[config.mk]
export PLATFORM = sky130hd
export DESIGN_NAME = pipeline_fd_reg
export DESIGN_NICKNAME = d
export VERILOG_FILES = /design/src/rtl/pipeline_fd_reg.sv
export SDC_FILE = /design/constraint.sdc
export NUM_CORES = 1
export LEC_CHECK = 0
export ABC_AREA = 1
export BUFFER_PORTS_ARGS = -buffer_cell sky130_fd_sc_hd__buf_2
export CORE_MARGIN = 2
export CORE_UTILIZATION = 44
export DETAILED_ROUTE_END_ITERATION = 16
export MAX_ROUTING_LAYER = met4
export PLACE_DENSITY = 0.85
export SYNTH_ARGS = -nofsm -noshare
export SYNTH_HDL_FRONTEND = slang
export SYNTH_SLANG_ARGS = --single-unit
[constraint.sdc]
create_clock -name clk -period 1.6 [get_ports clk]
set_clock_uncertainty 0.1 [all_clocks]
set_input_delay 0.08 -clock clk [delete_from_list [all_inputs] [get_ports clk]]
set_output_delay 0.08 -clock clk [all_outputs]
set_load 0.02 [all_outputs]
[src/rtl/pipeline_fd_reg.sv]
// rtl/pipeline_fd_reg.sv - IF/ID pipeline register with stall, flush, valid bit and event counters
// Holds the fetch-stage bundle for decode; hazard unit drives StallD/FlushD.

module pipeline_fd_reg #(
   parameter int                XLEN     = 32,
   parameter logic [XLEN-1:0]   NOP      = XLEN'(32'h0000_0013),
   parameter logic [XLEN-1:0]   RESET_PC = '0,
   parameter int                CNT_W    = 16
) (
   input  logic              clk,
   input  logic              reset,
   input  logic [XLEN-1:0]   InstrF,
   input  logic [XLEN-1:0]   PCF,
   input  logic [XLEN-1:0]   PCPlus4F,
   input  logic              ValidF,
   input  logic              StallD,
   input  logic              FlushD,
   input  logic              CntClr,
   output logic [XLEN-1:0]   InstrD,
   output logic [XLEN-1:0]   PCD,
   output logic [XLEN-1:0]   PCPlus4D,
   output logic              ValidD,
   output logic [CNT_W-1:0]  StallCnt,
   output logic [CNT_W-1:0]  FlushCnt
);

   // Reset PC+4 wraps modulo 2^XLEN, so a top-of-space RESET_PC yields zero.
   localparam logic [XLEN-1:0]  RESET_PC4 = RESET_PC + XLEN'(4);
   localparam logic [CNT_W-1:0] CNT_MAX   = '1;

   logic [XLEN-1:0]  instr_d,     instr_q;
   logic [XLEN-1:0]  pc_d,        pc_q;
   logic [XLEN-1:0]  pc_plus4_d,  pc_plus4_q;
   logic             valid_d,     valid_q;
   logic [CNT_W-1:0] stall_cnt_d, stall_cnt_q;
   logic [CNT_W-1:0] flush_cnt_d, flush_cnt_q;
   logic             stall_inc;

   // Flush wins over stall so a squashed slot can never re-present its old instruction.
   always_comb begin
      instr_d    = instr_q;
      pc_d       = pc_q;
      pc_plus4_d = pc_plus4_q;
      valid_d    = valid_q;
      if (FlushD) begin
         instr_d = NOP;
         valid_d = 1'b0;
      end else if (!StallD) begin
         pc_d       = PCF;
         pc_plus4_d = PCPlus4F;
         valid_d    = ValidF;
         instr_d    = ValidF ? InstrF : NOP;
      end
   end

   // Only stalls that actually freeze a live instruction are worth counting.
   assign stall_inc = StallD && !FlushD && valid_q;

   always_comb begin
      stall_cnt_d = stall_cnt_q;
      flush_cnt_d = flush_cnt_q;
      if (CntClr) begin
         stall_cnt_d = '0;
         flush_cnt_d = '0;
      end else begin
         if (stall_inc && (stall_cnt_q != CNT_MAX)) begin
            stall_cnt_d = stall_cnt_q + CNT_W'(1);
         end
         if (FlushD && (flush_cnt_q != CNT_MAX)) begin
            flush_cnt_d = flush_cnt_q + CNT_W'(1);
         end
      end
   end

   always_ff @(posedge clk or negedge reset) begin
      if (!reset) begin
         instr_q     <= NOP;
         pc_q        <= RESET_PC;
         pc_plus4_q  <= RESET_PC4;
         valid_q     <= 1'b0;
         stall_cnt_q <= '0;
         flush_cnt_q <= '0;
      end else begin
         instr_q     <= instr_d;
         pc_q        <= pc_d;
         pc_plus4_q  <= pc_plus4_d;
         valid_q     <= valid_d;
         stall_cnt_q <= stall_cnt_d;
         flush_cnt_q <= flush_cnt_d;
      end
   end

   assign InstrD   = instr_q;
   assign PCD      = pc_q;
   assign PCPlus4D = pc_plus4_q;
   assign ValidD   = valid_q;
   assign StallCnt = stall_cnt_q;
   assign FlushCnt = flush_cnt_q;

endmodule
==> summary.txt <==
Pwr
  – Psw: between 0.002 and 0.003 W
  – Share of power burned in registers: 38.7%
  – Peak supply drop: 0.0007450 V
  – Int Pwr: 0.006948 W
  – Sw Ratio: between 20% and 30%
  – Leak pwr: 5.018 nW
  – Pwr dens: approximately 1000 mW/mm^2
  – Gate power share: between 15 and 20%
  – Clk pwr share: around 46%

Global routing
  – Number of global-route vias before repair: 6201
  – Global-route wire length before repair: between 30 and 40 mm
  – Initial antenna violation count: 0
  – Gr ovfl total: 0
  – Routing usage on met2: a little under half
  – GR Util met1: 35.86%
  – Largest net degree at the start of global routing: 65
  – Most crowded layer after global routing: met2
  – All-Layer GR Usage: around 30%
  – Routing usage on met3: 8.342%

Timing
  – Min Tclk post-route: ~1600 ps
  – Worst setup margin: ~43 ps
  – Final setup viols: 0
  – RSZ-0062 raised after global routing: yes
  – Max-slew headroom: between 70% and 80%
  – Pins Over Slew Limit: 0
  – Peak Freq: around 0.64 GHz
  – Final count of hold timing violations: 0
  – Setup TNS Final: 0 ps
  – Period utilization: a little over nine tenths
  – Slew @ Worst Pin: 386.0 ps

Clock network
  – CTS root buf: clkbuf_16
  – Htree depth: 4
  – Clock slew at reported path FFs: ~60 ps
  – Clock Latency Late Sink: 420 ps
  – Clock buffer depth: 2
  – CTS sink cnt: ~130
  – CTS tree: built
  – TritonCTS buffer count: 17

Job
  – Max-Cap Viols: 0

Routing
  – Drt via density: about 5.1
  – WL per Instance: roughly 17 um
  – Residual DRC count: 0
  – Starting DRT DRC Count: between 500 and 600
  – Drt first pass iters: 5
  – Post-route ant nets: 0
  – Routed WL: about 20 mm
  – Via count: 6183

Logic synthesis
  – Compound-Gate Fraction of Synth Area: under 10%
  – Synthesized instance count: about 650
  – Syn_area_per_cell: 8.624 um^2
  – Adder-cell share of the synthesized area: less than 1%
  – Syn Nets: approximately 760
  – Post-synth cell types: 27
  – Mux cell area share after synthesis: 0%
  – Ys async rst share: 100.0%
  – Synth Warn #: 0
  – Xor/xnor cell area share of the yosys netlist: under 10%
  – Number of synthesized flops with an enable pin: 0
  – Top FF cell, synth: dfrtp_1
  – Post-Syn Area: around 0.0056 mm^2
  – Synth Area in Simple Gates: between 30% and 40%
  – Yosys reg bits: between 100 and 150
  – Largest family of logic cells by synthesized area: simple AND/OR/NAND/NOR gates
  – Seq/Total Area, Yosys: 57.41%

Critical path
  – Worst Setup End Kind: flip-flop
  – Crit path kind: flip-flop to flip-flop
  – Crit path arrival time: 1760 ps
  – Startpoint types: flip-flop
  – Worst Path Max Fanout: 7
  – Required @ worst endpoint: between 1500 and 2000 ps

Placement
  – GP Congestion: around 0.9
  – DP Area: ~0.0073 mm^2
  – Dpl ws: -140.5 ps
  – DP Wirelength: between 10 and 15 mm
  – Port bufs: 230
  – Placed Cells: between 1000 and 1500

Final layout
  – Non-filler instance count after layout: about 1200
  – Multi-input gate area: ~0.0022 mm^2
  – Nets@finish: around 1100
  – Leading cell type in the layout, fill and taps excluded: nand2_1
  – Fillers: 832
  – Most frequent cells in the layout: 322 x nand2_1, 229 x buf_2, 120 x dfrtp_1, 101 x dlygate4sd3_1, 38 x buf_4
  – Ratio of cells with drive above 1 in the final layout: 33.75%
  – Area Growth Syn to Fin: 61.63%
  – Layout Utilization: around 72%
  – Fin area: ~0.0091 mm^2
  – Storage element area: 0.003239 mm^2

Floorplan
  – Starting Density: roughly 45%
  – Number of placement rows: 41
  – I/O pin count: ~230
  – Die X: ~120 um
  – Die Y: ~120 um
  – Die ar.: between 0.01 and 0.015 mm^2
  – CORE AREA: roughly 0.013 mm^2

Worst hold path
  – Tightest Hold Check Type: input pin to async pin

Run status
  – Outcome: completed
-- flip-flops by register name, indices dropped and copies added, names as in the netlist --
| name | count |
|---|---|
| InstrD | 32 |
| PCD | 32 |
| PCPlus4D | 32 |
| FlushCnt | 16 |
| StallCnt | 16 |
| ValidD | 1 |
-- power groups by stage --
stage / Sequential (W) / Clock [W] / Combinational (W)
6_report: 0.00367 / 0.00435 / 0.00146
4_1_cts: 0.00364 / 0.00437 / 0.00139
3_5_place_dp: 0.00369 / 0 / 0.00120
5_1_grt: 0.00369 / 0.00456 / 0.00157
3_3_place_gp: 0.00368 / 0 / 0.00116
2_1_floorplan: 0.00399 / 0 / 0.000305
-- synth_stat cells, types with 4 or more instances --
cell      number  area share [%]
xor2_1         8             1.2
nor2_1        29             1.9
inv_1         30             2.0
dfrtp_1      125              56
a22o_1        29             4.5
dfstp_2        4             1.9
buf_2         10            0.89
clkbuf_1      12            0.80
nand2_1      328              22
nor2_4         6             1.2
nand4_1       14             1.6
nand3_1       28             2.5
-- worst paths after layout --
path	start	endpoint	slack (ps)	cells past startpoint
setup reg to reg	FlushCnt[0]	FlushCnt[3]	40	9
hold / removal	reset	StallCnt[2]	20	2
setup / recovery	FlushCnt[0]	FlushCnt[3]	40	9
max in group asynchronous	reset	PCPlus4D[28]	790	3
min in group clk	StallD	InstrD[4]	40	3
hold reg to reg	PCD[13]	PCD[13]	370	2
-- stage by stage --
step / total power, W / hold WS, ps
after floorplan: 0.004300 / -315.6
after global placement: 0.004847 / -109.4
after detailed placement: 0.004882 / -113.0
after CTS: 0.009398 / 16.06
after global routing: 0.009816 / 44.42
final: 0.009474 / 15.07
-- repair_timing --
action	CTS	global route
pin swaps	0	11
endpoints found under the setup margin	10	32
hold buffers	101	0
endpoints found under the hold margin	227	0
cloned	0	1
buffers inserted	0	1
gates resized for setup	1	17
-- metal layers --
| layer | part of all wire [%] | vias up |
|---|---|---|
| met3 | 7.7 | 82 |
| met5 | 0 | - |
| met4 | 4.2 | 0 |
| met2 | 50 | 332 |
| li1 | - | 2831 |
| met1 | 38 | 2938 |
-- cell type report --
type,count,share of cell area [%]
Antenna cell,1,0.02749
Timing Repair Buffer,378,28.65
Multi-Input combinational cell,467,24.70
Clock inverter,12,2.254
Sequential cell,129,35.59
Clock buffer,20,5.017
Tap cell,172,2.364
Inverter,34,1.402
-- critical path: stages (launching register included) --
cell and delay [ps]:
dfrtp_2 420, ha_4 180, nand2_4 60, nor2_4 40, nand2_2 90, nor2_4 60, nor2_4 260, nor2_4 100
nand2_1 80, nand2_1 50
-- kinds of logic (layout without fill, tap and decap cells) --
family,after synthesis,count (layout)
simple gates,417,418
flops,129,129
buf+inv,58,444
compound gates,37,37
xor+xnor,10,10
fa+ha+maj,2,2
other cells,0,1
No activity file was read; power rests on OpenSTA's default activity.
